**config.mk**
```make
export PLATFORM = sky130hd
export DESIGN_NAME = axi_mem_arbiter
export DESIGN_NICKNAME = d
export VERILOG_FILES = /design/src/rtl/axi_arb_pkg.sv /design/src/rtl/rr_arbiter.sv /design/src/rtl/axi_mem_arbiter.sv
export SDC_FILE = /design/constraint.sdc
export NUM_CORES = 1
export LEC_CHECK = 0
export CAP_MARGIN = 20
export CORE_AREA = 3 3 149 151
export CTS_BUF_LIST = sky130_fd_sc_hd__clkbuf_8
export DETAILED_ROUTE_END_ITERATION = 12
export DIE_AREA = 0 0 152 154
export GPL_TIMING_DRIVEN = 0
export PLACE_DENSITY = 0.65
export SKIP_CTS_REPAIR_TIMING = 1
export SLEW_MARGIN = 20
export SYNTH_ARGS = -nofsm -noshare
export SYNTH_HDL_FRONTEND = slang
export SYNTH_SLANG_ARGS = --single-unit
```
**constraint.sdc**
```tcl
create_clock -name clk -period 4.1 [get_ports clk]
set_input_delay 0.82 -clock clk [delete_from_list [all_inputs] [get_ports clk]]
set_output_delay 0.82 -clock clk [all_outputs]
set_load 0.005 [all_outputs]
```
**src/rtl/axi_arb_pkg.sv**
```systemverilog
// Shared types and constants for the AXI memory arbiter.
//   arb_state_e    : transaction FSM states
//   AXI_BURST_INCR : AXI INCR burst encoding
//   AXI_RESP_OKAY  : AXI OKAY response encoding
//   axi_size()     : AxSIZE encoding for a given strobe width (bytes per beat)
package axi_arb_pkg;

  typedef enum logic [2:0] {
    StIdle,
    StRdAddr,
    StRdData,
    StWr,
    StWrResp,
    StDone
  } arb_state_e;

  localparam logic [1:0] AXI_BURST_INCR = 2'b01;
  localparam logic [1:0] AXI_RESP_OKAY  = 2'b00;

  function automatic logic [2:0] axi_size(input int unsigned strb_w);
    return 3'($clog2(strb_w));
  endfunction

endpackage

```
**src/rtl/rr_arbiter.sv**
```systemverilog
// Combinational request arbiter.
//   req     : request vector
//   ptr     : search start index (used only when RR_EN = 1)
//   gnt     : one-hot grant, all-zero when nothing requests
//   gnt_idx : index of the granted request
// Fixed mode searches upward from index 0; round-robin mode from ptr, wrapping.
module rr_arbiter #(
  parameter int unsigned N     = 2,
  parameter bit          RR_EN = 1'b0,
  localparam int unsigned IW   = (N > 1) ? $clog2(N) : 1
) (
  input  logic [N-1:0]  req,
  input  logic [IW-1:0] ptr,
  output logic [N-1:0]  gnt,
  output logic [IW-1:0] gnt_idx
);

  int   start;
  logic found;

  always_comb begin
    gnt     = '0;
    gnt_idx = '0;
    found   = 1'b0;
    start   = RR_EN ? int'(ptr) : 0;
    // k is the priority rank, i the port it maps to; unrolled to constant indices.
    for (int k = 0; k < int'(N); k++) begin
      for (int i = 0; i < int'(N); i++) begin
        if (!found && (i == ((start + k) % int'(N))) && req[i]) begin
          found   = 1'b1;
          gnt[i]  = 1'b1;
          gnt_idx = IW'(i);
        end
      end
    end
  end

endmodule

```
**src/rtl/axi_mem_arbiter.sv**
```systemverilog
// N-port to single AXI master bridge, one single-beat transaction in flight.
//   clk, rst                    : clock, synchronous active-low reset
//   req_en/req_wen/req_addr/
//   req_wdata                   : per-port request (wen all-zero = read)
//   rsp_rdata                   : per-port registered read data
//   stall, stall_all            : port must hold its request / OR of stall
//   bus_err                     : pulse while in DONE after a non-OKAY response
//   ar*/r*/aw*/w*/b*            : AXI master channels
module axi_mem_arbiter
  import axi_arb_pkg::*;
#(
  parameter int unsigned N_PORTS = 2,
  parameter int unsigned ADDR_W  = 32,
  parameter int unsigned DATA_W  = 32,
  parameter int unsigned ID_W    = 4,
  parameter bit          RR_EN   = 1'b0,
  localparam int unsigned STRB_W = DATA_W / 8,
  localparam int unsigned IW     = (N_PORTS > 1) ? $clog2(N_PORTS) : 1
) (
  input  logic                        clk,
  input  logic                        rst,
  input  logic [N_PORTS-1:0]          req_en,
  input  logic [N_PORTS*STRB_W-1:0]   req_wen,
  input  logic [N_PORTS*ADDR_W-1:0]   req_addr,
  input  logic [N_PORTS*DATA_W-1:0]   req_wdata,
  output logic [N_PORTS*DATA_W-1:0]   rsp_rdata,
  output logic [N_PORTS-1:0]          stall,
  output logic                        stall_all,
  output logic                        bus_err,
  output logic [ID_W-1:0]             arid,
  output logic [ADDR_W-1:0]           araddr,
  output logic [7:0]                  arlen,
  output logic [2:0]                  arsize,
  output logic [1:0]                  arburst,
  output logic                        arvalid,
  input  logic                        arready,
  input  logic [DATA_W-1:0]           rdata,
  input  logic [1:0]                  rresp,
  input  logic                        rlast,
  input  logic                        rvalid,
  output logic                        rready,
  output logic [ID_W-1:0]             awid,
  output logic [ADDR_W-1:0]           awaddr,
  output logic [7:0]                  awlen,
  output logic [2:0]                  awsize,
  output logic [1:0]                  awburst,
  output logic                        awvalid,
  input  logic                        awready,
  output logic [DATA_W-1:0]           wdata,
  output logic [STRB_W-1:0]           wstrb,
  output logic                        wlast,
  output logic                        wvalid,
  input  logic                        wready,
  input  logic [1:0]                  bresp,
  input  logic                        bvalid,
  output logic                        bready
);

  arb_state_e                state_q, state_d;
  logic [IW-1:0]             ptr_q, ptr_d, grant_q, grant_d, gnt_idx;
  logic [ADDR_W-1:0]         addr_q, addr_d, sel_addr;
  logic [STRB_W-1:0]         wen_q, wen_d, sel_wen;
  logic [DATA_W-1:0]         wdata_q, wdata_d, sel_wdata;
  logic                      aw_done_q, aw_done_d, w_done_q, w_done_d;
  logic                      bus_err_q, bus_err_d;
  logic [N_PORTS*DATA_W-1:0] rsp_q, rsp_d, rsp_next;
  logic [N_PORTS-1:0]        gnt;
  logic                      unused_rlast;

  // Single-beat transfers: rlast carries no information.
  assign unused_rlast = rlast;

  rr_arbiter #(
    .N     (N_PORTS),
    .RR_EN (RR_EN)
  ) u_rr_arbiter (
    .req     (req_en),
    .ptr     (ptr_q),
    .gnt     (gnt),
    .gnt_idx (gnt_idx)
  );

  // One-hot mux of the granted port's request fields, plus read-data merge.
  always_comb begin
    sel_addr  = '0;
    sel_wen   = '0;
    sel_wdata = '0;
    rsp_next  = rsp_q;
    for (int i = 0; i < int'(N_PORTS); i++) begin
      if (gnt[i]) begin
        sel_addr  = sel_addr  | req_addr[i*ADDR_W +: ADDR_W];
        sel_wen   = sel_wen   | req_wen[i*STRB_W +: STRB_W];
        sel_wdata = sel_wdata | req_wdata[i*DATA_W +: DATA_W];
      end
      if (grant_q == IW'(i)) rsp_next[i*DATA_W +: DATA_W] = rdata;
      stall[i] = req_en[i] && !((state_q == StDone) && (grant_q == IW'(i)));
    end
  end

  always_comb begin
    state_d   = state_q;
    ptr_d     = ptr_q;
    grant_d   = grant_q;
    addr_d    = addr_q;
    wen_d     = wen_q;
    wdata_d   = wdata_q;
    aw_done_d = aw_done_q;
    w_done_d  = w_done_q;
    rsp_d     = rsp_q;
    bus_err_d = 1'b0;
    arvalid   = 1'b0;
    rready    = 1'b0;
    awvalid   = 1'b0;
    wvalid    = 1'b0;
    bready    = 1'b0;
    unique case (state_q)
      StIdle: begin
        if (|gnt) begin
          grant_d   = gnt_idx;
          addr_d    = sel_addr;
          wen_d     = sel_wen;
          wdata_d   = sel_wdata;
          aw_done_d = 1'b0;
          w_done_d  = 1'b0;
          state_d   = (|sel_wen) ? StWr : StRdAddr;
        end
      end
      StRdAddr: begin
        arvalid = 1'b1;
        if (arready) state_d = StRdData;
      end
      StRdData: begin
        rready = 1'b1;
        if (rvalid) begin
          rsp_d     = rsp_next;
          bus_err_d = (rresp != AXI_RESP_OKAY);
          state_d   = StDone;
        end
      end
      StWr: begin
        // AW and W complete independently; leave once both have handshaken.
        awvalid = !aw_done_q;
        wvalid  = !w_done_q;
        if (awvalid && awready) aw_done_d = 1'b1;
        if (wvalid && wready)   w_done_d  = 1'b1;
        if (aw_done_d && w_done_d) state_d = StWrResp;
      end
      StWrResp: begin
        bready = 1'b1;
        if (bvalid) begin
          bus_err_d = (bresp != AXI_RESP_OKAY);
          state_d   = StDone;
        end
      end
      StDone: begin
        if (RR_EN) ptr_d = (grant_q == IW'(N_PORTS - 1)) ? '0 : grant_q + 1'b1;
        state_d = StIdle;
      end
      default: state_d = StIdle;
    endcase
  end

  always_ff @(posedge clk) begin
    if (!rst) begin
      state_q   <= StIdle;
      ptr_q     <= '0;
      grant_q   <= '0;
      addr_q    <= '0;
      wen_q     <= '0;
      wdata_q   <= '0;
      aw_done_q <= 1'b0;
      w_done_q  <= 1'b0;
      rsp_q     <= '0;
      bus_err_q <= 1'b0;
    end else begin
      state_q   <= state_d;
      ptr_q     <= ptr_d;
      grant_q   <= grant_d;
      addr_q    <= addr_d;
      wen_q     <= wen_d;
      wdata_q   <= wdata_d;
      aw_done_q <= aw_done_d;
      w_done_q  <= w_done_d;
      rsp_q     <= rsp_d;
      bus_err_q <= bus_err_d;
    end
  end

  // Request fields are latched in IDLE only, so they are stable while valid is high.
  assign arid      = ID_W'(grant_q);
  assign araddr    = addr_q;
  assign arlen     = 8'd0;
  assign arsize    = axi_size(STRB_W);
  assign arburst   = AXI_BURST_INCR;
  assign awid      = ID_W'(grant_q);
  assign awaddr    = addr_q;
  assign awlen     = 8'd0;
  assign awsize    = axi_size(STRB_W);
  assign awburst   = AXI_BURST_INCR;
  assign wdata     = wdata_q;
  assign wstrb     = wen_q;
  assign wlast     = 1'b1;
  assign rsp_rdata = rsp_q;
  assign bus_err   = bus_err_q;
  assign stall_all = |stall;

endmodule

```
==> impl_metrics.yaml <==
pwr:
  p_seq_frac: 0.342
  p_sw_mw: 1.984
  p_per_area_mw_per_mm2: 543.8
  leakage_nw: 3.888
  p_int_mw: 3.599
  p_clk_frac: 0.204
  switching_share: 0.3554
  ir_drop_v: 0.0002658
  p_comb_frac: 0.454
finish:
  stdcell_count: 1397
  design_area_mm2: 0.01027
  fill_cells: 2106
  area_growth_pct: 75.62
  drive_gt1_frac: 0.1185
  layout_common_cells: "clkdlybuf4s50_1, dfxtp_1, nand2_1"
  diodes: 0
  nets: 1291
  layout_commonest_cell: "clkdlybuf4s50_1"
synthesis:
  synth_top_area_frac: 0.4760
  yosys_warnings: 0
  ys_types: 36
  syn-cell-area_mm2: 0.005846
  seq_area_frac_synth: 0.4760
  synthCells: 704
  synth_area_leaders: "dfxtp_1, buf_4, nand2_1, a221oi_1, a21oi_1"
  synth.avg_cell_area_um2: 8.303
  synth_area_leader_cell: "dfxtp_1"
  ys_ff_latch: 139
hold_path:
  holdCritPathClass: "reg2reg"
  hold_depth: 2
placed_design:
  hpwlAfterDp_um: 19230
  dp_slack_ns: 0.08185
  placed_cells: 1365
  gp_congestion: 0.8164
  post_dp_cell_area_mm2: 0.009859
  io_buffers: 355
timing:
  clock_skew_ns: 0.02330
  clock.fmax_ghz: 0.2634
  whs_ns: 0.4573
  setup_viol: 0
  fin_crit_sh: 0.9260
  period_minus_slack_ns: 3.797
  fin_ws_ns: 0.3035
  finalHoldViolCount: 0
  slew_headroom: 0.5563
  tns_ns: 0
  rsz0062_at_grt: "no"
  slew_viol_final: 0
  worst_pin_slew_ns: 0.6656
clock_network:
  cts_made_buffers: 17
  clock_latency_ns: 0.46
  cts_tree: "yes"
  htreeDepth: 4
  cts_buffer_depth: 2
  cts-root-buf: "clkbuf_8"
  cts.sinks: 139
  clk_pin_slew_worst_paths_ns: 0.09
job:
  maxCapViolations: 0
drt:
  drt_iter0_drc: 267
  post-route-drc-count: 0
  wire_per_inst_um: 17.38
  vias: 6416
  routedLengthMet1_um: 9697
  dr_wl_met2_um: 12460
  drt_pass1_iterations: 7
  wirelength_um: 24280
  vias_per_cell: 4.593
  top_layer: "met4"
  ant_nets: 0
  met3_length_um: 1747
worst_setup_path:
  cpPeakStageDelay_ns: 0.56
  cp.depth: 6
  cp.required_ns: 3.28
  cpLargestDelayFamily: "buffers and inverters"
  cp_cell_sequence: "clkdlybuf4s50_1 -> clkbuf_2 -> buf_1 -> o21a_1 -> or2_2 -> clkdlybuf4s50_1"
  crit_fanout: 10
  end_kind: "output pin"
  criticalPathCategory: "in2out"
  cp_common_cell: "clkdlybuf4s50_1"
  setup.worst_path.start_class: "input pin"
  path_buf_inv: 4
  arrival_ns: 2.98
  r2r_cells: 7
  critPathSlowestCell: "clkdlybuf4s50_1"
global_routing:
  first_global_vias: 6213
  grt_overflow: 0
  grt_start_max_net_pins: 18
  antenna_found_initial: 0
  grt_first_pass_wirelength_um: 35970
  track_usage: 0.1961
floorplan:
  rows: 53
  ios: 390
  die_w_um: 152
  core_mm2: 0.02096
  die_h_um: 154
  die_area_mm2: 0.02341
  start_util: 0.2790
outcome:
  status: "finished, final reports clean"
==> synthesized netlist by cell type <==
library cell	n
or3b_4	1
nor3_1	49
or2_2	1
o21ai_0	2
and4bb_1	1
nor3_4	1
o21a_1	2
and2_1	4
inv_1	3
clkbuf_1	26
nor2_1	75
a2bb2oi_2	1
nand3b_1	1
a222oi_1	17
o211ai_1	1
and3b_2	1
o22ai_1	1
a221oi_1	49
and3_1	1
a21oi_1	69
nand4_1	3
nor2b_1	5
dfxtp_1	139
a211oi_1	3
buf_1	6
buf_2	28
buf_4	67
o21ai_1	1
a31oi_1	2
and2b_1	1
a22oi_1	5
nand2b_1	1
a41o_1	1
nand2_1	133
conb_1	2
a21bo_1	1
==> worst paths after layout <==
path                                      end     startpoint  slack, ns
worst max-delay path                stall_all      req_en[0]       0.30
worst min register to register  rsp_rdata[59]  rsp_rdata[59]       0.46
worst max register to register      wdata[23]     state_q[1]       2.06
worst min-delay path            rsp_rdata[59]  rsp_rdata[59]       0.46
==> cell type report <==
cell class                 count  area, um^2  area share
sequential                   139        2783      0.2711
buffer                       127       764.5     0.07447
multi-input combinational    466        2405      0.2342
clock inverter                15       171.4     0.01670
tap                          275       344.1     0.03352
inverter                       3       11.26    0.001097
clock buffer                  17       234.0     0.02279
timing repair buffer         355        3553      0.3461
==> worst register-to-register path: cells and delay by family, from the launching register on <==
family | cells | cell delay (ns)
buffers and inverters | 3 | 0.67
AND/OR/NAND/NOR | 2 | 0.36
flip-flops | 1 | 0.32
AO/OA/AOI/OAI | 2 | 0.57
==> kinds of logic after synthesis <==
family | synth area share
buffers and inverters | 0.1325
and+or+nand+nor | 0.2027
DFF | 0.4760
other | 0.001285
AOI/OAI and AO/OA | 0.1875
==> metrics by stage <==
step	utilization	power [mW]
3_3_place_gp	0.4705	4.473
3_5_place_dp	0.4705	4.499
2_1_floorplan	-	3.034
6_report	0.4899	5.583
5_1_grt	0.4899	5.942
4_1_cts	0.4899	5.655
==> power groups by stage <==
stage | clock network [mW] | registers, mW | logic [mW]
floorplan | 0 | 1.92 | 1.11
global placement | 0 | 1.94 | 2.54
detailed placement | 0 | 1.94 | 2.56
CTS | 1.17 | 1.91 | 2.57
global route | 1.23 | 1.96 | 2.76
finish | 1.14 | 1.91 | 2.53
==> metal layers <==
layer  GRT usage  vias up
met3     0.06023       23
met4     0.04837        0
met2      0.3565      275
met5           0        -
met1      0.2246     2949
li1            -     3169
==> state kept, by name, indices dropped and copies added (netlist names) <==
signal,cells
araddr,32
grant_q,1
state_q,3
w_done_q,1
bus_err,1
wstrb,4
wdata,32
aw_done_q,1
rsp_rdata,64
(Power assumes the default switching activity.)
